File: src/rtl/axi4_line_master_if.sv
// AXI4 bus bundle between the line master and the memory slave.
// One 64-bit data lane; AR/R and AW/W/B channels with master/slave views.
interface axi4_line_master_if;
    logic [31:0] araddr;
    logic [3:0]  arid;
    logic [7:0]  arlen;
    logic [2:0]  arsize;
    logic [1:0]  arburst;
    logic [1:0]  arlock;
    logic [3:0]  arcache;
    logic [2:0]  arprot;
    logic        arvalid;
    logic        arready;

    logic [3:0]  rid;
    logic [63:0] rdata;
    logic [1:0]  rresp;
    logic        rlast;
    logic        rvalid;
    logic        rready;

    logic [31:0] awaddr;
    logic [3:0]  awid;
    logic [7:0]  awlen;
    logic [2:0]  awsize;
    logic [1:0]  awburst;
    logic [1:0]  awlock;
    logic [3:0]  awcache;
    logic [2:0]  awprot;
    logic        awvalid;
    logic        awready;

    logic [3:0]  wid;
    logic [63:0] wdata;
    logic [7:0]  wstrb;
    logic        wlast;
    logic        wvalid;
    logic        wready;

    logic [3:0]  bid;
    logic [1:0]  bresp;
    logic        bvalid;
    logic        bready;

    modport master (
        output araddr, arid, arlen, arsize, arburst, arlock, arcache, arprot, arvalid,
        input  arready,
        input  rid, rdata, rresp, rlast, rvalid,
        output rready,
        output awaddr, awid, awlen, awsize, awburst, awlock, awcache, awprot, awvalid,
        input  awready,
        output wid, wdata, wstrb, wlast, wvalid,
        input  wready,
        input  bid, bresp, bvalid,
        output bready
    );

    modport slave (
        input  araddr, arid, arlen, arsize, arburst, arlock, arcache, arprot, arvalid,
        output arready,
        output rid, rdata, rresp, rlast, rvalid,
        input  rready,
        input  awaddr, awid, awlen, awsize, awburst, awlock, awcache, awprot, awvalid,
        output awready,
        input  wid, wdata, wstrb, wlast, wvalid,
        output wready,
        output bid, bresp, bvalid,
        input  bready
    );
endinterface

File: src/rtl/axi4_line_master.sv
// Single-outstanding AXI4 master: turns cache-line refill/writeback and uncached
// single-beat requests into INCR bursts and returns one response per request.
module axi4_line_master #(
    parameter int         BEATS  = 4,
    parameter logic [3:0] AXI_ID = 4'd0
) (
    input  logic                  aclk,
    input  logic                  aresetn,
    input  logic                  req_valid,
    output logic                  req_ready,
    input  logic                  req_wr,
    input  logic                  req_uncached,
    input  logic [31:0]           req_addr,
    input  logic [64*BEATS-1:0]   req_wdata,
    input  logic [7:0]            req_wstrb,
    output logic                  resp_valid,
    output logic [64*BEATS-1:0]   resp_rdata,
    output logic                  resp_err,
    axi4_line_master_if.master    axi
);
    localparam int          IW        = $clog2(BEATS);
    localparam int          CW        = IW + 1;
    localparam int          LW        = 64 * BEATS;
    localparam logic [31:0] LINE_MASK = ~(32'(8 * BEATS - 1));
    localparam logic [31:0] BEAT_MASK = ~32'd7;
    localparam logic [7:0]  LINE_LEN  = 8'(BEATS - 1);

    typedef enum logic [2:0] {
        S_IDLE, S_AR, S_R, S_AW_W, S_W, S_B, S_RESP
    } state_t;

    state_t          state_reg;
    logic [CW-1:0]   cnt_reg;
    logic [CW-1:0]   len_reg;
    logic            err_reg;
    logic [LW-1:64]  wline_reg;
    logic [CW-1:0]   cnt_next;
    logic            r_beat_err;
    logic            b_err;
    logic [63:0]     wbeat [1:BEATS-1];

    // Beat 0 is driven straight from the request; only later beats are kept.
    genvar gi;
    generate
        for (gi = 1; gi < BEATS; gi++) begin : g_beat
            assign wbeat[gi] = wline_reg[64*gi +: 64];
        end
    endgenerate

    assign cnt_next   = cnt_reg + CW'(1);
    assign r_beat_err = (axi.rresp != 2'b00) || (axi.rid != AXI_ID) ||
                        (axi.rlast != (cnt_reg == len_reg));
    assign b_err      = (axi.bresp != 2'b00) || (axi.bid != AXI_ID);

    assign axi.arid    = AXI_ID;
    assign axi.arsize  = 3'd3;
    assign axi.arburst = 2'b01;
    assign axi.arlock  = 2'b00;
    assign axi.arcache = 4'd0;
    assign axi.arprot  = 3'd0;
    assign axi.awid    = AXI_ID;
    assign axi.awsize  = 3'd3;
    assign axi.awburst = 2'b01;
    assign axi.awlock  = 2'b00;
    assign axi.awcache = 4'd0;
    assign axi.awprot  = 3'd0;
    assign axi.wid     = AXI_ID;

    always_ff @(posedge aclk) begin
        if (!aresetn) begin
            state_reg   <= S_IDLE;
            cnt_reg     <= '0;
            len_reg     <= '0;
            err_reg     <= 1'b0;
            wline_reg   <= '0;
            req_ready   <= 1'b1;
            resp_valid  <= 1'b0;
            resp_err    <= 1'b0;
            resp_rdata  <= '0;
            axi.araddr  <= '0;
            axi.arlen   <= '0;
            axi.arvalid <= 1'b0;
            axi.rready  <= 1'b0;
            axi.awaddr  <= '0;
            axi.awlen   <= '0;
            axi.awvalid <= 1'b0;
            axi.wdata   <= '0;
            axi.wstrb   <= '0;
            axi.wlast   <= 1'b0;
            axi.wvalid  <= 1'b0;
            axi.bready  <= 1'b0;
        end else begin
            case (state_reg)
                S_IDLE: begin
                    if (req_valid) begin
                        req_ready <= 1'b0;
                        cnt_reg   <= '0;
                        err_reg   <= 1'b0;
                        len_reg   <= req_uncached ? '0 : CW'(BEATS - 1);
                        if (req_wr) begin
                            wline_reg   <= req_wdata[LW-1:64];
                            axi.awaddr  <= req_addr & (req_uncached ? BEAT_MASK : LINE_MASK);
                            axi.awlen   <= req_uncached ? 8'd0 : LINE_LEN;
                            axi.awvalid <= 1'b1;
                            axi.wvalid  <= 1'b1;
                            axi.wdata   <= req_wdata[63:0];
                            axi.wstrb   <= req_uncached ? req_wstrb : 8'hFF;
                            axi.wlast   <= req_uncached;
                            state_reg   <= S_AW_W;
                        end else begin
                            resp_rdata  <= '0;
                            axi.araddr  <= req_addr & (req_uncached ? BEAT_MASK : LINE_MASK);
                            axi.arlen   <= req_uncached ? 8'd0 : LINE_LEN;
                            axi.arvalid <= 1'b1;
                            state_reg   <= S_AR;
                        end
                    end
                end
                S_AR: begin
                    if (axi.arready) begin
                        axi.arvalid <= 1'b0;
                        axi.rready  <= 1'b1;
                        state_reg   <= S_R;
                    end
                end
                S_R: begin
                    if (axi.rvalid) begin
                        resp_rdata[64*cnt_reg[IW-1:0] +: 64] <= axi.rdata;
                        // Burst length is ours, not the slave's: stop on beat len regardless of rlast.
                        if (cnt_reg == len_reg) begin
                            axi.rready <= 1'b0;
                            resp_valid <= 1'b1;
                            resp_err   <= err_reg | r_beat_err;
                            state_reg  <= S_RESP;
                        end else begin
                            cnt_reg <= cnt_next;
                            err_reg <= err_reg | r_beat_err;
                        end
                    end
                end
                S_AW_W: begin
                    if (axi.awvalid && axi.awready) begin
                        axi.awvalid <= 1'b0;
                    end
                    if (axi.wvalid && axi.wready) begin
                        axi.wvalid <= 1'b0;
                        axi.wlast  <= 1'b0;
                        cnt_reg    <= cnt_next;
                    end
                    // Leave only once both the address and first data beat are accepted.
                    if ((!axi.awvalid || axi.awready) && (!axi.wvalid || axi.wready)) begin
                        if (len_reg == '0) begin
                            axi.bready <= 1'b1;
                            state_reg  <= S_B;
                        end else begin
                            axi.wvalid <= 1'b1;
                            axi.wdata  <= wbeat[1];
                            axi.wstrb  <= 8'hFF;
                            axi.wlast  <= (len_reg == CW'(1));
                            state_reg  <= S_W;
                        end
                    end
                end
                S_W: begin
                    if (axi.wvalid && axi.wready) begin
                        cnt_reg <= cnt_next;
                        if (axi.wlast) begin
                            axi.wvalid <= 1'b0;
                            axi.wlast  <= 1'b0;
                            axi.bready <= 1'b1;
                            state_reg  <= S_B;
                        end else begin
                            axi.wdata <= wbeat[cnt_next[IW-1:0]];
                            axi.wlast <= (cnt_next == len_reg);
                        end
                    end
                end
                S_B: begin
                    if (axi.bvalid) begin
                        axi.bready <= 1'b0;
                        resp_valid <= 1'b1;
                        resp_err   <= err_reg | b_err;
                        state_reg  <= S_RESP;
                    end
                end
                S_RESP: begin
                    resp_valid <= 1'b0;
                    resp_err   <= 1'b0;
                    req_ready  <= 1'b1;
                    state_reg  <= S_IDLE;
                end
                default: begin
                    state_reg <= S_IDLE;
                    req_ready <= 1'b1;
                end
            endcase
        end
    end
endmodule

File: src/flat_wrapper.sv
// flat-port wrapper written by rule: the top's interface ports become plain ports
module axi4_line_master_flat 
#(
    parameter int         BEATS  = 4,
    parameter logic [3:0] AXI_ID = 4'd0
)
  (aclk, aresetn, req_valid, req_ready, req_wr, req_uncached, req_addr, req_wdata, req_wstrb, resp_valid, resp_rdata, resp_err, axi_araddr, axi_arid, axi_arlen, axi_arsize, axi_arburst, axi_arlock, axi_arcache, axi_arprot, axi_arvalid, axi_arready, axi_rid, axi_rdata, axi_rresp, axi_rlast, axi_rvalid, axi_rready, axi_awaddr, axi_awid, axi_awlen, axi_awsize, axi_awburst, axi_awlock, axi_awcache, axi_awprot, axi_awvalid, axi_awready, axi_wid, axi_wdata, axi_wstrb, axi_wlast, axi_wvalid, axi_wready, axi_bid, axi_bresp, axi_bvalid, axi_bready);
  axi4_line_master_if axi_i ();
  input  logic aclk;
  input  logic aresetn;
  input  logic req_valid;
  output logic req_ready;
  input  logic req_wr;
  input  logic req_uncached;
  input  logic [31:0] req_addr;
  input  logic [64*BEATS-1:0] req_wdata;
  input  logic [7:0] req_wstrb;
  output logic resp_valid;
  output logic [64*BEATS-1:0] resp_rdata;
  output logic resp_err;
  output wire logic [$bits(axi_i.araddr)-1:0] axi_araddr;
  output wire logic [$bits(axi_i.arid)-1:0] axi_arid;
  output wire logic [$bits(axi_i.arlen)-1:0] axi_arlen;
  output wire logic [$bits(axi_i.arsize)-1:0] axi_arsize;
  output wire logic [$bits(axi_i.arburst)-1:0] axi_arburst;
  output wire logic [$bits(axi_i.arlock)-1:0] axi_arlock;
  output wire logic [$bits(axi_i.arcache)-1:0] axi_arcache;
  output wire logic [$bits(axi_i.arprot)-1:0] axi_arprot;
  output wire logic [$bits(axi_i.arvalid)-1:0] axi_arvalid;
  input wire logic [$bits(axi_i.arready)-1:0] axi_arready;
  input wire logic [$bits(axi_i.rid)-1:0] axi_rid;
  input wire logic [$bits(axi_i.rdata)-1:0] axi_rdata;
  input wire logic [$bits(axi_i.rresp)-1:0] axi_rresp;
  input wire logic [$bits(axi_i.rlast)-1:0] axi_rlast;
  input wire logic [$bits(axi_i.rvalid)-1:0] axi_rvalid;
  output wire logic [$bits(axi_i.rready)-1:0] axi_rready;
  output wire logic [$bits(axi_i.awaddr)-1:0] axi_awaddr;
  output wire logic [$bits(axi_i.awid)-1:0] axi_awid;
  output wire logic [$bits(axi_i.awlen)-1:0] axi_awlen;
  output wire logic [$bits(axi_i.awsize)-1:0] axi_awsize;
  output wire logic [$bits(axi_i.awburst)-1:0] axi_awburst;
  output wire logic [$bits(axi_i.awlock)-1:0] axi_awlock;
  output wire logic [$bits(axi_i.awcache)-1:0] axi_awcache;
  output wire logic [$bits(axi_i.awprot)-1:0] axi_awprot;
  output wire logic [$bits(axi_i.awvalid)-1:0] axi_awvalid;
  input wire logic [$bits(axi_i.awready)-1:0] axi_awready;
  output wire logic [$bits(axi_i.wid)-1:0] axi_wid;
  output wire logic [$bits(axi_i.wdata)-1:0] axi_wdata;
  output wire logic [$bits(axi_i.wstrb)-1:0] axi_wstrb;
  output wire logic [$bits(axi_i.wlast)-1:0] axi_wlast;
  output wire logic [$bits(axi_i.wvalid)-1:0] axi_wvalid;
  input wire logic [$bits(axi_i.wready)-1:0] axi_wready;
  input wire logic [$bits(axi_i.bid)-1:0] axi_bid;
  input wire logic [$bits(axi_i.bresp)-1:0] axi_bresp;
  input wire logic [$bits(axi_i.bvalid)-1:0] axi_bvalid;
  output wire logic [$bits(axi_i.bready)-1:0] axi_bready;
  assign axi_araddr = axi_i.araddr;
  assign axi_arid = axi_i.arid;
  assign axi_arlen = axi_i.arlen;
  assign axi_arsize = axi_i.arsize;
  assign axi_arburst = axi_i.arburst;
  assign axi_arlock = axi_i.arlock;
  assign axi_arcache = axi_i.arcache;
  assign axi_arprot = axi_i.arprot;
  assign axi_arvalid = axi_i.arvalid;
  assign axi_i.arready = axi_arready;
  assign axi_i.rid = axi_rid;
  assign axi_i.rdata = axi_rdata;
  assign axi_i.rresp = axi_rresp;
  assign axi_i.rlast = axi_rlast;
  assign axi_i.rvalid = axi_rvalid;
  assign axi_rready = axi_i.rready;
  assign axi_awaddr = axi_i.awaddr;
  assign axi_awid = axi_i.awid;
  assign axi_awlen = axi_i.awlen;
  assign axi_awsize = axi_i.awsize;
  assign axi_awburst = axi_i.awburst;
  assign axi_awlock = axi_i.awlock;
  assign axi_awcache = axi_i.awcache;
  assign axi_awprot = axi_i.awprot;
  assign axi_awvalid = axi_i.awvalid;
  assign axi_i.awready = axi_awready;
  assign axi_wid = axi_i.wid;
  assign axi_wdata = axi_i.wdata;
  assign axi_wstrb = axi_i.wstrb;
  assign axi_wlast = axi_i.wlast;
  assign axi_wvalid = axi_i.wvalid;
  assign axi_i.wready = axi_wready;
  assign axi_i.bid = axi_bid;
  assign axi_i.bresp = axi_bresp;
  assign axi_i.bvalid = axi_bvalid;
  assign axi_bready = axi_i.bready;
  axi4_line_master #(.BEATS(BEATS), .AXI_ID(AXI_ID)) u_core (.aclk(aclk), .aresetn(aresetn), .req_valid(req_valid), .req_ready(req_ready), .req_wr(req_wr), .req_uncached(req_uncached), .req_addr(req_addr), .req_wdata(req_wdata), .req_wstrb(req_wstrb), .resp_valid(resp_valid), .resp_rdata(resp_rdata), .resp_err(resp_err), .axi(axi_i));
endmodule
File: config.mk
export PLATFORM = sky130hd
export DESIGN_NAME = axi4_line_master_flat
export DESIGN_NICKNAME = d
export VERILOG_FILES = /design/src/rtl/axi4_line_master_if.sv /design/src/rtl/axi4_line_master.sv /design/src/flat_wrapper.sv
export SDC_FILE = /design/constraint.sdc
export NUM_CORES = 1
export LEC_CHECK = 0
export ABC_CLOCK_PERIOD_IN_PS = 4350
export CAP_MARGIN = 25
export CORE_AREA = 2 2 329 331
export CTS_CLUSTER_SIZE = 40
export DETAILED_ROUTE_END_ITERATION = 6
export DIE_AREA = 0 0 331 333
export GPL_TIMING_DRIVEN = 1
export PLACE_DENSITY = 0.43
export SLEW_MARGIN = 0
export SYNTH_ARGS = -nofsm -noshare
export SYNTH_HDL_FRONTEND = slang
export SYNTH_SLANG_ARGS = --single-unit
export TNS_END_PERCENT = 50
File: constraint.sdc
create_clock -name aclk -period 4.35 [get_ports aclk]
set_input_delay 0.87 -clock aclk [delete_from_list [all_inputs] [get_ports aclk]]
set_output_delay 0.87 -clock aclk [all_outputs]
set_load 0.02 [all_outputs]
* After elaboration in Yosys (flattened, before gate mapping)
Cells that the tools add are included.
Storage, ports and cells: input bits 383, logic and storage cells 186, output and inout port bits 457, bits in registers 619, bits in read-only memories 0, memories 0, bits in latches 0, RAM bits 0
Operators by class: $mul 0, $add $sub $neg 2, magnitude comparators 1, bitwise logic cells 6, shifts and indexed selects 2, divide/modulo/power cells 0, reduce and logical (&&, ||, !) cells 43, multiplexer cells 85, equal/unequal tests 26
Operators by type and width (number):
- $mux 256 | 3
- $mux 64 | 8
- $pmux 256 s2 | 1
- $bwmux 256 | 1
- $shift 64x34->256 const A | 1
- $shiftx 64x34->256 | 1
- $pmux 64 s3 | 1
- $bmux 64 s2 | 1
- $mux 8 | 5
- $mux 1 | 36
- $mux 3 | 12
- $neg 8->34 | 1
- $and 32x32->32 | 1
- $reduce_and 4->1 | 7
- $ne 2x2->1 const B | 9
- $pmux 3 s6 | 1
- $pmux 8 s2 | 1
- $pmux 1 s3 | 5
- $reduce_and 5->1 | 3
- $ne 2x1->1 const B | 7
- $reduce_bool 2->1 | 6
- $reduce_bool 3->1 | 4
- $pmux 1 s2 | 5
- $eq 3x3->1 const B | 3
- other kinds (24) | 42

* Longest topological paths before layout
Gate-level depths: netlist of the first run.
depth after elaboration 8, gate-level depth with buffers 12

* Worst setup path after synthesis of the first run
No wires, ideal clock.
kind register -> register, from register u_core.cnt_reg[0], to register u_core.axi.wlast, data required time 4.276 ns, data arrival time 3.134 ns, path buffers 4, slack 1.142 ns, library setup time 0.074 ns, period minus slack after synthesis 3.208 ns, cell stages (with the launch flop) 11, path through dfxtp_1 > clkbuf_1 > clkbuf_1 > buf_1 > inv_1 > ha_1 > clkbuf_1 > or3b_2 > a2111o_1 > a221o_1 > a31oi_1
On the way: word-level cells in the longest chain between the ends 5
Ends and longest elaborated chain:
- start: declaration | RTL line axi4_line_master.sv:33 | logic [CW-1:0] cnt_reg;
- start signal: assignment | RTL line axi4_line_master.sv:136 | cnt_reg <= cnt_next;
- start signal: assignment | RTL line axi4_line_master.sv:148 | cnt_reg <= cnt_next;
- start signal: assignment | RTL line axi4_line_master.sv:166 | cnt_reg <= cnt_next;
- $add 3x1->3 | RTL line axi4_line_master.sv:50 | assign cnt_next = cnt_reg + CW'(1);
- $eq 3x3->1 | RTL line axi4_line_master.sv:174 | axi.wlast <= (cnt_next == len_reg);
- $mux 1 | RTL line axi4_line_master.sv:167 | if (axi.wlast) begin
- $mux 1 | RTL line axi4_line_master.sv:165 | if (axi.wvalid && axi.wready) begin
- $pmux 1 s3 | RTL line axi4_line_master.sv:93 | case (state_reg)
- end signal: assignment | RTL line axi4_line_master.sv:108 | axi.wlast <= req_uncached;
- end signal: assignment | RTL line axi4_line_master.sv:159 | axi.wlast <= (len_reg == CW'(1));
- end signal: assignment | RTL line axi4_line_master.sv:174
- end: declaration | RTL line axi4_line_master_if.sv:52 | output wid, wdata, wstrb, wlast, wvalid,
Every way passes these cells. The select of a mux whose other input is x is not followed. A chain may end at the register's enable or synchronous reset.

* Worst setup path after layout of the first run
from register u_core.state_reg[1], to register u_core.axi.wdata[61]
On the way: word-level cells in the longest chain between the ends 3, elaborated cells on any way between the ends 12
Ends and longest elaborated chain:
- start: declaration | RTL line axi4_line_master.sv:32 | state_t state_reg;
- start signal: assignment | RTL line axi4_line_master.sv:71 | state_reg <= S_IDLE;
- start signal: assignment | RTL line axi4_line_master.sv:109 | state_reg <= S_AW_W;
- start signal: assignment | RTL line axi4_line_master.sv:115 | state_reg <= S_AR;
- $eq 3x3->1, or another cell as far along | RTL line axi4_line_master.sv:93
- $ne 2x2->1 (no line), or another cell as far along
- $reduce_and 7->1 (no line)
- end signal: assignment | RTL line axi4_line_master.sv:106 | axi.wdata <= req_wdata[63:0];
- end signal: assignment | RTL line axi4_line_master.sv:157 | axi.wdata <= wbeat[1];
- end signal: assignment | RTL line axi4_line_master.sv:173 | axi.wdata <= wbeat[cnt_next[IW-1:0]];
- end: declaration | RTL line axi4_line_master_if.sv:52
Several ways; a longest one is shown, not always the timed one.

==> results of run 1 <==
[Yosys cell counts (3+ instances only)]
cell	n
sky130_fd_sc_hd__nand2_1	701
sky130_fd_sc_hd__dfxtp_1	597
sky130_fd_sc_hd__a21oi_1	359
sky130_fd_sc_hd__nand3_1	231
sky130_fd_sc_hd__clkbuf_1	176
sky130_fd_sc_hd__mux2i_1	130
sky130_fd_sc_hd__a22o_1	128
sky130_fd_sc_hd__buf_2	77
sky130_fd_sc_hd__o211ai_1	67
sky130_fd_sc_hd__a221o_1	65
sky130_fd_sc_hd__and4b_1	65
sky130_fd_sc_hd__o21bai_1	64
sky130_fd_sc_hd__buf_4	60
sky130_fd_sc_hd__a21oi_2	30
sky130_fd_sc_hd__nand3_2	30
sky130_fd_sc_hd__buf_1	27
sky130_fd_sc_hd__o221a_2	13
sky130_fd_sc_hd__nor2_1	11
sky130_fd_sc_hd__o21ai_0	10
sky130_fd_sc_hd__nor2b_1	9
sky130_fd_sc_hd__o21a_1	7
sky130_fd_sc_hd__buf_6	6
sky130_fd_sc_hd__ha_1	6
sky130_fd_sc_hd__a211oi_1	5
sky130_fd_sc_hd__a31oi_1	4
sky130_fd_sc_hd__inv_1	4
sky130_fd_sc_hd__nand2b_1	4
sky130_fd_sc_hd__nor3b_1	4
sky130_fd_sc_hd__nor4_1	4
sky130_fd_sc_hd__o311ai_0	4
sky130_fd_sc_hd__and2_1	3
sky130_fd_sc_hd__nand3b_1	3
[metal layers]
metal	global-route usage [%]	routed length (um)	vias to the layer above
met3	5.183	8064	149
met2	34.53	56570	719
li1	-	-	11546
met1	25.77	50760	11553
met4	6.048	2823	22
met5	0	155	-
[path summary, 6_finish.rpt]
path / from / end / slack (ns) / depth (start not counted)
max reg2reg: u_core.state_reg[1]$_SDFFE_PN0P_ / u_core.axi.wdata[61]$_SDFFE_PN0P_ / 1.52 / 6
max: u_core.state_reg[1]$_SDFFE_PN0P_ / u_core.axi.wdata[61]$_SDFFE_PN0P_ / 1.52 / 6
min reg2reg: u_core.resp_rdata[131]$_SDFFE_PN0P_ / u_core.resp_rdata[131]$_SDFFE_PN0P_ / 0.45 / 2
min: u_core.resp_rdata[131]$_SDFFE_PN0P_ / u_core.resp_rdata[131]$_SDFFE_PN0P_ / 0.45 / 2
[area by class of cell]
type                            count  area [um2]  area share, %
Multi-Input combinational cell   2048       12100          32.74
Sequential cell                   597       11970          32.37
Timing Repair Buffer              832        8469          22.91
Clock buffer                      111        2267          6.133
Tap cell                         1403        1755          4.748
Clock inverter                     29       367.9         0.9950
Inverter                            5       26.28        0.07107
Antenna cell                        5       12.51        0.03384
[stage by stage]
stage | util [%] | hold slack, ns
2_1_floorplan | - | 0.4360
3_3_place_gp | 32.20 | 0.4382
3_5_place_dp | 32.20 | 0.4421
4_1_cts | 34.67 | 0.4504
5_1_grt | 34.68 | 0.4634
6_report | 34.68 | 0.4484
[worst max-delay path: stages (launching register included)]
cell and delay (ns):
sky130_fd_sc_hd__dfxtp_4 0.73, sky130_fd_sc_hd__buf_4 0.54, sky130_fd_sc_hd__buf_4 0.66, sky130_fd_sc_hd__o21bai_1 0.12, sky130_fd_sc_hd__a221o_1 0.31, sky130_fd_sc_hd__nand3_1 0.14
sky130_fd_sc_hd__mux2i_1 0.09
[power by group through the flow]
stage / sequential (mW) / combinational (mW) / clock, mW
after global routing: 6.21 / 4.08 / 7.01
after floorplan: 6.39 / 1.94 / 0
after CTS: 6.16 / 3.85 / 6.80
after detailed placement: 6.28 / 3.84 / 0
final: 6.16 / 3.80 / 6.60
after global placement: 6.27 / 3.85 / 0
[cells by family after synthesis]
| logic type | share of synthesized area, % |
|---|---|
| buffers and inverters | 6.622 |
| other | 0.02953 |
| AO/OA/AOI/OAI | 20.83 |
| AND/OR/NAND/NOR | 20.08 |
| multiplexers | 5.116 |
| adder cells (fa/ha/maj) | 0.2952 |
| XOR/XNOR | 0.03444 |
| flip-flops | 46.99 |
==> impl_metrics.prom, run 1 <==
# TYPE chip_impl_metric gauge
chip_impl_metric{name="postCtsResizedCells",unit=""} 0
chip_impl_info{name="most_frequently_used_flop_master_after_synthesis",value="sky130_fd_sc_hd__dfxtp_1"} 1
chip_impl_metric{name="cts_made_buffers",unit=""} 78
chip_impl_metric{name="dpl_cell_area",unit="um2"} 34320
chip_impl_metric{name="totalWireLength",unit="um"} 118400
chip_impl_metric{name="drt-pass1-iter-count",unit=""} 5
chip_impl_metric{name="synth_seq_cells",unit=""} 597
chip_impl_metric{name="seq_area_frac_synth",unit="%"} 46.99
chip_impl_metric{name="period_needed",unit="ns"} 2.826
chip_impl_metric{name="drive_gt1_share",unit="%"} 7.648
chip_impl_metric{name="largest_register_ffs",unit=""} 256
chip_impl_info{name="worstHoldPathType",value="flop to flop"} 1
chip_impl_metric{name="worst_ep_required_time",unit="ns"} 4.86
chip_impl_metric{name="internal-power",unit="mW"} 11.17
chip_impl_metric{name="detail_route.vias_per_cell",unit=""} 4.769
chip_impl_info{name="top_cells_by_area_in_the_synthesized_netlist",value="sky130_fd_sc_hd__dfxtp_1 47%, sky130_fd_sc_hd__nand2_1 10%, sky130_fd_sc_hd__a21oi_1 7.1%"} 1
chip_impl_metric{name="nets",unit=""} 3951
chip_impl_metric{name="grt_pass1_wl",unit="um"} 169100
chip_impl_metric{name="die_area",unit="um2"} 110200
chip_impl_metric{name="setup_violations",unit=""} 0
chip_impl_metric{name="power_frac_clock",unit="%"} 39.8
chip_impl_metric{name="mean_routed_wirelength_per_cell",unit="um"} 23.53
chip_impl_metric{name="p_total",unit="mW"} 16.56
chip_impl_metric{name="clk-insertion-delay-late",unit="ns"} 0.67
chip_impl_metric{name="slew_violations",unit=""} 0
chip_impl_metric{name="post-place-cells",unit=""} 4885
chip_impl_metric{name="netlist_cell_types",unit=""} 56
chip_impl_info{name="critical_path.endpoint_type",value="flop"} 1
chip_impl_info{name="type_of_element_launching_the_critical_path",value="flop"} 1
chip_impl_metric{name="io_buffer_count",unit=""} 778
chip_impl_metric{name="critPathMaxFanout",unit=""} 62
chip_impl_metric{name="total_drc_errors_in_the_routed_layout",unit=""} 0
chip_impl_metric{name="finClkSkew",unit="ns"} 0.03236
chip_impl_metric{name="grt_usage",unit="%"} 20.56
chip_impl_info{name="setup_repair_after_global_routing_missed_its_margin",value="false"} 1
chip_impl_metric{name="finalWorstSetupSlack",unit="ns"} 1.524
chip_impl_metric{name="detailed_place_hpwl",unit="um"} 82220
chip_impl_metric{name="placement_stage_worst_setup_slack",unit="ns"} 0.9615
chip_impl_metric{name="worstPathArrival",unit="ns"} 3.33
chip_impl_metric{name="netlist_area_before_placement",unit="um2"} 25430
chip_impl_metric{name="holdBufCountCts",unit=""} 0
chip_impl_metric{name="hold_violations",unit=""} 0
chip_impl_metric{name="cap_violations",unit=""} 0
chip_impl_metric{name="pwr-share-seq",unit="%"} 37.2
chip_impl_metric{name="io_pins",unit=""} 840
chip_impl_metric{name="die_w",unit="um"} 331
chip_impl_metric{name="vias_in_the_first_global_route",unit=""} 22823
chip_impl_metric{name="fin_area",unit="um2"} 36970
chip_impl_metric{name="post-route-period-util",unit="%"} 64.97
chip_impl_info{name="most_common_library_cell_in_the_layout_ignoring_fill_and_taps",value="sky130_fd_sc_hd__clkdlybuf4s50_1"} 1
chip_impl_metric{name="htree_num_levels",unit=""} 3
chip_impl_metric{name="syn_area_per_cell",unit="um2"} 8.651
chip_impl_metric{name="antenna_violations_before_repair",unit=""} 18
chip_impl_metric{name="cells_after_synthesis",unit=""} 2940
chip_impl_metric{name="drt-initial-drc-count",unit=""} 1372
chip_impl_info{name="status",value="finished clean"} 1
chip_impl_metric{name="chip_height",unit="um"} 333
chip_impl_metric{name="globalplace.congestion",unit=""} 0.8013
chip_impl_info{name="criticalPathCategory",value="flop to flop"} 1
chip_impl_metric{name="fp-row-count",unit=""} 120
chip_impl_metric{name="p_switching",unit="mW"} 5.389
chip_impl_metric{name="synth_async_sr_flop_share",unit="%"} 0
chip_impl_metric{name="worst_slew_margin_rel",unit="%"} 32.12
chip_impl_info{name="yosys.area.top_type",value="sky130_fd_sc_hd__dfxtp_1"} 1
chip_impl_metric{name="maximum_number_of_pins_on_one_net_before_global_route_repair",unit=""} 134
chip_impl_metric{name="layout_stage_area_growth_over_the_synthesis_result",unit="%"} 45.36
chip_impl_metric{name="synth_top_cell_area_share",unit="%"} 46.99
chip_impl_metric{name="core",unit="um2"} 106600
chip_impl_metric{name="vias",unit=""} 23989
chip_impl_metric{name="path_clk_slew",unit="ns"} 0.06
chip_impl_metric{name="synth_edf_count",unit=""} 0
chip_impl_metric{name="switching_share",unit="%"} 32.55
chip_impl_metric{name="worst_ir_drop_vdd",unit="mV"} 0.2597
chip_impl_metric{name="cts.sinks",unit=""} 597
chip_impl_metric{name="fin_tns_setup",unit="ns"} 0
chip_impl_metric{name="total_grt_overflow",unit=""} 0
chip_impl_metric{name="finish.cell_count_without_fillers",unit=""} 5030
chip_impl_metric{name="fillers",unit=""} 11234
chip_impl_metric{name="pwr_density",unit="nW/um2"} 447.9
chip_impl_metric{name="max_freq",unit="MHz"} 353.8
chip_impl_info{name="layout_common_cells",value="777 x sky130_fd_sc_hd__clkdlybuf4s50_1, 699 x sky130_fd_sc_hd__nand2_1, 593 x sky130_fd_sc_hd__dfxtp_1"} 1
chip_impl_metric{name="cts_setup_buffers",unit=""} 0
chip_impl_info{name="cts.root.buffer_cell",value="sky130_fd_sc_hd__clkbuf_16"} 1
chip_impl_metric{name="leakage",unit="nW"} 13.00
chip_impl_metric{name="share_comb_of_total_power",unit="%"} 22.9
chip_impl_metric{name="worst_pin_slew",unit="ns"} 1.018
chip_impl_metric{name="initial_core_util",unit="%"} 23.86
chip_impl_metric{name="route.antenna.remaining_nets",unit=""} 0
chip_impl_info{name="tritoncts",value="built"} 1
chip_impl_metric{name="clk_path_buf_depth",unit=""} 3
chip_impl_metric{name="synth.yosys.warnings",unit=""} 0
Note: power is estimated with default switching activity, not from simulation.
==> inputs of run 2 (changes only) <==
Settings changed: ABC_CLOCK_PERIOD_IN_PS 4350 to 2400, CORE_AREA 2 2 329 331 to 2 2 325 327, DIE_AREA 0 0 331 333 to 0 0 327 329, PLACE_DENSITY 0.43 to 0.46.
Clock period 4.35 ns to 2.4 ns, I/O delays scaled along.
==> run 2 against run 1 <==
Net effect: cell count rose by 0.83%; utilization rose by 1.4 points; sequential share of layout area fell by 0.59 points; wire length fell by 6.0%; clock skew fell by 0.0074 ns; combinational power rose by 94%; power rose by 82%; final area rose by 1.9%; non-clock buffer count rose by 62; via count rose by 0.70%; critical path type is now flop to primary output.
==> impl_metrics.prom, run 2 (same netlist as run 1, synthesis figures left out) <==
# TYPE chip_impl_metric gauge
chip_impl_metric{name="route.antenna.remaining_nets",unit=""} 0
chip_impl_metric{name="io_buffer_count",unit=""} 778
chip_impl_metric{name="cts_setup_buffers",unit=""} 0
chip_impl_metric{name="die_w",unit="um"} 327
chip_impl_metric{name="critPathMaxFanout",unit=""} 7
chip_impl_metric{name="clk-insertion-delay-late",unit="ns"} 0.65
chip_impl_metric{name="max_freq",unit="MHz"} 432.5
chip_impl_metric{name="cap_violations",unit=""} 0
chip_impl_metric{name="vias_in_the_first_global_route",unit=""} 22928
chip_impl_metric{name="finClkSkew",unit="ns"} 0.02493
chip_impl_metric{name="post-place-cells",unit=""} 4935
chip_impl_info{name="type_of_element_launching_the_critical_path",value="flop"} 1
chip_impl_metric{name="finalWorstSetupSlack",unit="ns"} 0.08794
chip_impl_metric{name="critical-path-max-stage-delay",unit="ns"} 0.69
chip_impl_info{name="critical_path.endpoint_type",value="primary output"} 1
chip_impl_info{name="setup_repair_after_global_routing_missed_its_margin",value="false"} 1
chip_impl_metric{name="layout_stage_area_growth_over_the_synthesis_result",unit="%"} 48.05
chip_impl_metric{name="global_route.usage.met3",unit="%"} 3.679
chip_impl_info{name="criticalPathCategory",value="flop to primary output"} 1
chip_impl_info{name="busiest_layer",value="met2"} 1
chip_impl_metric{name="globalplace.congestion",unit=""} 0.7968
chip_impl_metric{name="worst_slew_margin_rel",unit="%"} 45.09
chip_impl_metric{name="p_total",unit="mW"} 30.10
chip_impl_metric{name="finish.cell_count_without_fillers",unit=""} 5072
chip_impl_metric{name="nets",unit=""} 4010
chip_impl_metric{name="drt-pass1-iter-count",unit=""} 5
chip_impl_metric{name="drt-initial-drc-count",unit=""} 1487
chip_impl_metric{name="leakage",unit="nW"} 13.38
chip_impl_info{name="gate_family_responsible_for_the_most_delay_along_the_worst_path",value="buffers and inverters"} 1
chip_impl_metric{name="detailed_place_hpwl",unit="um"} 79120
chip_impl_metric{name="chip_height",unit="um"} 329
chip_impl_metric{name="drive_gt1_share",unit="%"} 9.242
chip_impl_metric{name="postCtsResizedCells",unit=""} 0
chip_impl_info{name="crit_path_top_delay_cell",value="sky130_fd_sc_hd__clkdlybuf4s50_1"} 1
chip_impl_metric{name="fp-row-count",unit=""} 119
chip_impl_info{name="worstHoldPathType",value="input pin to flop"} 1
chip_impl_metric{name="grtUsageMet2",unit="%"} 33.60
chip_impl_metric{name="io_pins",unit=""} 840
chip_impl_info{name="cts.root.buffer_cell",value="sky130_fd_sc_hd__clkbuf_16"} 1
chip_impl_metric{name="dpl_cell_area",unit="um2"} 35100
chip_impl_metric{name="fin_area",unit="um2"} 37650
chip_impl_metric{name="worst_ep_required_time",unit="ns"} 1.92
chip_impl_metric{name="grt_pass1_wl",unit="um"} 160500
chip_impl_metric{name="largest_register_ffs",unit=""} 256
chip_impl_metric{name="post-route-period-util",unit="%"} 96.34
chip_impl_metric{name="slew_violations",unit=""} 0
chip_impl_metric{name="antenna_violations_before_repair",unit=""} 7
chip_impl_metric{name="fillers",unit=""} 10792
chip_impl_metric{name="period_needed",unit="ns"} 2.312
chip_impl_metric{name="initial_core_util",unit="%"} 24.37
chip_impl_metric{name="worst-path-buf-inv",unit=""} 1
chip_impl_metric{name="hold_violations",unit=""} 0
chip_impl_metric{name="maximum_number_of_pins_on_one_net_before_global_route_repair",unit=""} 140
chip_impl_metric{name="total_drc_errors_in_the_routed_layout",unit=""} 0
chip_impl_metric{name="totalWireLength",unit="um"} 111300
chip_impl_metric{name="worst_pin_slew",unit="ns"} 0.8237
chip_impl_metric{name="grt_usage",unit="%"} 19.69
chip_impl_metric{name="placement_stage_worst_setup_slack",unit="ns"} -0.05699
chip_impl_info{name="status",value="finished clean"} 1
chip_impl_metric{name="fin_worst_hold_slack",unit="ns"} 0.1421
chip_impl_info{name="most_common_library_cell_in_the_layout_ignoring_fill_and_taps",value="sky130_fd_sc_hd__clkdlybuf4s50_1"} 1
chip_impl_metric{name="die_area",unit="um2"} 107600
chip_impl_metric{name="setup_violations",unit=""} 0
chip_impl_metric{name="total_grt_overflow",unit=""} 0
chip_impl_info{name="tritoncts",value="built"} 1
chip_impl_metric{name="cts_made_buffers",unit=""} 75
chip_impl_metric{name="detail_route.vias_per_cell",unit=""} 4.763
chip_impl_metric{name="vias",unit=""} 24158
chip_impl_metric{name="htree_num_levels",unit=""} 3
chip_impl_metric{name="pwr_density",unit="nW/um2"} 799.4
chip_impl_info{name="layout_common_cells",value="777 x sky130_fd_sc_hd__clkdlybuf4s50_1, 699 x sky130_fd_sc_hd__nand2_1, 593 x sky130_fd_sc_hd__dfxtp_1"} 1
chip_impl_metric{name="cts.sinks",unit=""} 597
chip_impl_metric{name="mean_routed_wirelength_per_cell",unit="um"} 21.94
chip_impl_metric{name="worstPathArrival",unit="ns"} 1.83
chip_impl_metric{name="path_clk_slew",unit="ns"} 0.06
chip_impl_metric{name="core",unit="um2"} 104400
chip_impl_metric{name="clk_path_buf_depth",unit=""} 3
chip_impl_metric{name="worst_ir_drop_vdd",unit="mV"} 0.5091
chip_impl_metric{name="holdBufCountCts",unit=""} 0
chip_impl_metric{name="groute.layer.met1.usage",unit="%"} 25.07
chip_impl_info{name="critical_path.cell_chain",value="clkdlybuf4s50_1"} 1
==> run 2: cell type report <==
class                   count  area, um2  share of cell area [%]
repair buffers            894       9248                   24.56
clock buffers             100       2132                   5.662
well taps                1391       1740                   4.622
clock inverters            35      419.2                   1.113
flip-flops and latches    597      11970                   31.78
diodes                      2      5.005                 0.01329
multi-input cells        2048      12110                   32.17
inverters                   5      31.28                 0.08307
==> run 2: stage by stage <==
stage | utilization (%) | TNS, ns
final | 36.08 | 0
after global routing | 36.08 | 0
after CTS | 36.07 | 0
after detailed placement | 33.63 | -1.342
after global placement | 33.63 | -1.453
after floorplan | - | 0
==> run 2: worst reg2reg max path, stage by stage, from the launching register on <==
cell and delay [ns]:
sky130_fd_sc_hd__dfxtp_4 0.48, sky130_fd_sc_hd__inv_6 0.07, sky130_fd_sc_hd__ha_4 0.32, sky130_fd_sc_hd__or3b_4 0.39, sky130_fd_sc_hd__a2111o_1 0.37, sky130_fd_sc_hd__a221o_1 0.30, sky130_fd_sc_hd__a31oi_1 0.15
==> run 2: routing by layer <==
metal,vias up,wire length [um]
met4,8,3224
met2,704,54260
met1,11638,48250
met3,144,5469
met5,-,59
li1,11664,-
==> run 2: final timing paths <==
check,start,to,slack (ns),cells after the start
worst max-delay path,u_core.axi.wlast$_SDFFE_PN0P_,axi_wlast,0.09,1
worst min-delay path,aresetn,u_core.req_ready$_SDFFE_PN1P_,0.14,2
worst max register to register,u_core.cnt_reg[0]$_SDFFE_PN0P_,u_core.axi.wlast$_SDFFE_PN0P_,0.25,6
worst min register to register,u_core.resp_rdata[185]$_SDFFE_PN0P_,u_core.resp_rdata[185]$_SDFFE_PN0P_,0.45,2
==> run 2: report_power, final <==
| part | switching [mW] | internal, mW |
|---|---|---|
| clock network | 4.76 | 6.95 |
| registers | 0.439 | 10.6 |
| logic | 4.36 | 3.00 |
==> inputs of run 3 (changes only) <==
--- a/config.mk
+++ b/config.mk
@@ -9,8 +9,9 @@
 export CAP_MARGIN = 25
-export CORE_AREA = 2 2 325 327
+export CORE_AREA = 2 2 323 325
 export CTS_CLUSTER_SIZE = 40
 export DETAILED_ROUTE_END_ITERATION = 6
-export DIE_AREA = 0 0 327 329
+export DIE_AREA = 0 0 325 327
+export DONT_BUFFER_PORTS = 1
 export GPL_TIMING_DRIVEN = 1
-export PLACE_DENSITY = 0.46
+export PLACE_DENSITY = 0.35
 export SLEW_MARGIN = 0
==> constraint.sdc (replaced) <==
create_clock -name aclk -period 2.4 [get_ports aclk]
set_input_delay 0.6 -clock aclk [delete_from_list [all_inputs] [get_ports aclk]]
set_output_delay 0.6 -clock aclk [all_outputs]
set_load 0.02 [all_outputs]
==> run 3 against run 2 <==
Net effect: critical path type is now flop to flop; sequential share of layout area is 8.3 points higher; highest routed layer unchanged; flip-flop and latch count stayed put; wire length is 4.4% lower; global-route usage is 0.71 points lower; sequential power is 5% higher.
==> impl_metrics.prom, run 3 (same netlist as run 1, synthesis figures left out) <==
# TYPE chip_impl_metric gauge
chip_impl_info{name="crit_path_top_delay_cell",value="sky130_fd_sc_hd__nor3b_1"} 1
chip_impl_metric{name="worst_pin_slew",unit="ns"} 0.9613
chip_impl_metric{name="slew_violations",unit=""} 0
chip_impl_metric{name="post-route-period-util",unit="%"} 91.09
chip_impl_metric{name="ff_latch_area",unit="um2"} 11970
chip_impl_metric{name="finish.cell_count_without_fillers",unit=""} 4270
chip_impl_metric{name="worst_ir_drop_vdd",unit="mV"} 0.5050
chip_impl_metric{name="finClkSkew",unit="ns"} 0.02185
chip_impl_metric{name="detailed_place_hpwl",unit="um"} 73130
chip_impl_info{name="criticalPathCategory",value="flop to flop"} 1
chip_impl_metric{name="post-place-cells",unit=""} 4119
chip_impl_metric{name="placement_stage_worst_setup_slack",unit="ns"} 0.1490
chip_impl_metric{name="htree_num_levels",unit=""} 3
chip_impl_metric{name="largest_register_ffs",unit=""} 256
chip_impl_info{name="cts.root.buffer_cell",value="sky130_fd_sc_hd__clkbuf_16"} 1
chip_impl_metric{name="vias_in_the_first_global_route",unit=""} 21182
chip_impl_metric{name="die_area",unit="um2"} 106300
chip_impl_metric{name="period_needed",unit="ns"} 2.186
chip_impl_metric{name="max_freq",unit="MHz"} 457.4
chip_impl_metric{name="fin_worst_hold_slack",unit="ns"} 0.05635
chip_impl_metric{name="critical-path-max-stage-delay",unit="ns"} 0.36
chip_impl_metric{name="hold_violations",unit=""} 0
chip_impl_metric{name="cap_violations",unit=""} 0
chip_impl_metric{name="setup_violations",unit=""} 0
chip_impl_metric{name="worst_slew_margin_rel",unit="%"} 35.91
chip_impl_info{name="critical_path.endpoint_type",value="flop"} 1
chip_impl_metric{name="worst_ep_required_time",unit="ns"} 2.94
chip_impl_metric{name="pwr_density",unit="nW/um2"} 964.6
chip_impl_metric{name="io_pins",unit=""} 840
chip_impl_info{name="layout_common_cells",value="699 x sky130_fd_sc_hd__nand2_1, 593 x sky130_fd_sc_hd__dfxtp_1, 359 x sky130_fd_sc_hd__a21oi_1"} 1
chip_impl_metric{name="detail_route.vias_per_cell",unit=""} 5.048
chip_impl_metric{name="io_buffer_count",unit=""} 0
chip_impl_info{name="status",value="finished clean"} 1
chip_impl_metric{name="nets",unit=""} 3220
chip_impl_metric{name="die_w",unit="um"} 325
chip_impl_metric{name="fin_area",unit="um2"} 29880
chip_impl_metric{name="drt-pass1-iter-count",unit=""} 6
chip_impl_info{name="setup_repair_after_global_routing_missed_its_margin",value="false"} 1
chip_impl_metric{name="chip_height",unit="um"} 327
chip_impl_info{name="tritoncts",value="built"} 1
chip_impl_metric{name="grt_pass1_wl",unit="um"} 152000
chip_impl_metric{name="fin_tns_setup",unit="ns"} 0
chip_impl_metric{name="cts_made_buffers",unit=""} 74
chip_impl_metric{name="core",unit="um2"} 102900
chip_impl_metric{name="cts.sinks",unit=""} 597
chip_impl_metric{name="antenna_violations_before_repair",unit=""} 7
chip_impl_metric{name="mean_routed_wirelength_per_cell",unit="um"} 24.92
chip_impl_info{name="critical_path.cell_chain",value="buf_12 > nor3b_1 > buf_4 > o21ai_0 > o21a_2 > buf_12 > a22o_1"} 1
chip_impl_metric{name="vias",unit=""} 21554
chip_impl_metric{name="fillers",unit=""} 10869
chip_impl_metric{name="dpl_cell_area",unit="um2"} 27080
chip_impl_metric{name="drt-initial-drc-count",unit=""} 1233
chip_impl_metric{name="total_drc_errors_in_the_routed_layout",unit=""} 0
chip_impl_info{name="type_of_element_launching_the_critical_path",value="flop"} 1
chip_impl_info{name="worstHoldPathType",value="input pin to flop"} 1
chip_impl_metric{name="route.antenna.remaining_nets",unit=""} 0
chip_impl_metric{name="drive_gt1_share",unit="%"} 10.67
chip_impl_metric{name="grt_usage",unit="%"} 18.98
chip_impl_metric{name="totalWireLength",unit="um"} 106400
chip_impl_info{name="timing.critical_path.from",value="u_core.state_reg[1]$_SDFFE_PN0P_"} 1
chip_impl_info{name="worst_hold_startpoint",value="axi_rdata[9]"} 1
chip_impl_info{name="timing.rr.start",value="u_core.state_reg[1]$_SDFFE_PN0P_"} 1
chip_impl_metric{name="maximum_number_of_pins_on_one_net_before_global_route_repair",unit=""} 154
chip_impl_metric{name="worstPathArrival",unit="ns"} 2.72
chip_impl_metric{name="ff2ff_setup_slack",unit="ns"} 0.21
chip_impl_metric{name="finalWorstSetupSlack",unit="ns"} 0.2139
chip_impl_metric{name="total_grt_overflow",unit=""} 0
chip_impl_metric{name="critPathMaxFanout",unit=""} 64
chip_impl_metric{name="clk_path_buf_depth",unit=""} 3
chip_impl_metric{name="globalplace.congestion",unit=""} 0.8216
chip_impl_metric{name="multi_input_gate_area_in_the_final_layout",unit="um2"} 12110
chip_impl_metric{name="leakage",unit="nW"} 10.50
chip_impl_metric{name="fp-row-count",unit=""} 118
chip_impl_metric{name="layout_stage_area_growth_over_the_synthesis_result",unit="%"} 17.48
chip_impl_metric{name="initial_core_util",unit="%"} 24.71
chip_impl_info{name="most_common_library_cell_in_the_layout_ignoring_fill_and_taps",value="sky130_fd_sc_hd__nand2_1"} 1
chip_impl_metric{name="path_clk_slew",unit="ns"} 0.06
chip_impl_metric{name="clk-insertion-delay-late",unit="ns"} 0.67
chip_impl_info{name="critical-path-top-cell-by-count",value="sky130_fd_sc_hd__buf_12"} 1
chip_impl_metric{name="postCtsResizedCells",unit=""} 0
## run 3: worst max-delay path, delay by kind of cell (launching register included)
kind / cells / cell delay [ns]
flip-flops: 1 / 0.35
AO/OA/AOI/OAI: 3 / 0.68
AND/OR/NAND/NOR: 1 / 0.36
buffers and inverters: 3 / 0.57
## run 3: routing by layer
metal / share of wire, % / global-route usage [%] / vias up / wire length (um)
li1: - / - / 10077 / -
met2: 49 / 32.83 / 810 / 52400
met3: 9.0 / 7.103 / 123 / 9604
met1: 39 / 21.78 / 10536 / 41980
met4: 2.2 / 5.515 / 8 / 2367
met5: 0.052 / 0 / - / 55
## run 3: where the power goes
| group | switching [mW] | total [mW] | leakage (nW) | internal, mW |
|---|---|---|---|---|
| Clock | 4.83 | 12.0 | 1.29 | 7.18 |
| Combinational | 3.37 | 5.18 | 4.36 | 1.81 |
| Sequential | 1.04 | 11.6 | 4.84 | 10.6 |
## run 3: cell type report
type / instances / area share [%]
Tap cell: 1380 / 5.779
Timing Repair Buffer: 105 / 4.698
Antenna cell: 3 / 0.02512
Clock inverter: 26 / 1.507
Multi-Input combinational cell: 2048 / 40.53
Inverter: 5 / 0.1047
Clock buffer: 106 / 7.303
Sequential cell: 597 / 40.05
## run 3: per-stage QoR
step           power, mW  util [%]
3_3_place_gp       17.04     26.31
2_1_floorplan      15.13         -
3_5_place_dp       17.08     26.31
4_1_cts            29.27     29.03
6_report           28.82     29.04
5_1_grt            30.16     29.03
## run 3: worst paths after layout
path	end	cells past startpoint
max	u_core.resp_rdata[89]$_SDFFE_PN0P_	7
min	u_core.resp_rdata[73]$_SDFFE_PN0P_	1
max reg2reg	u_core.resp_rdata[89]$_SDFFE_PN0P_	7
min reg2reg	u_core.wline_reg[178]$_SDFFE_PN0P_	2
## run 3: timing repair
item,in CTS,in global routing
hold buffers,16,0
endpoints found under the hold margin,18,0
setup buffers,0,0
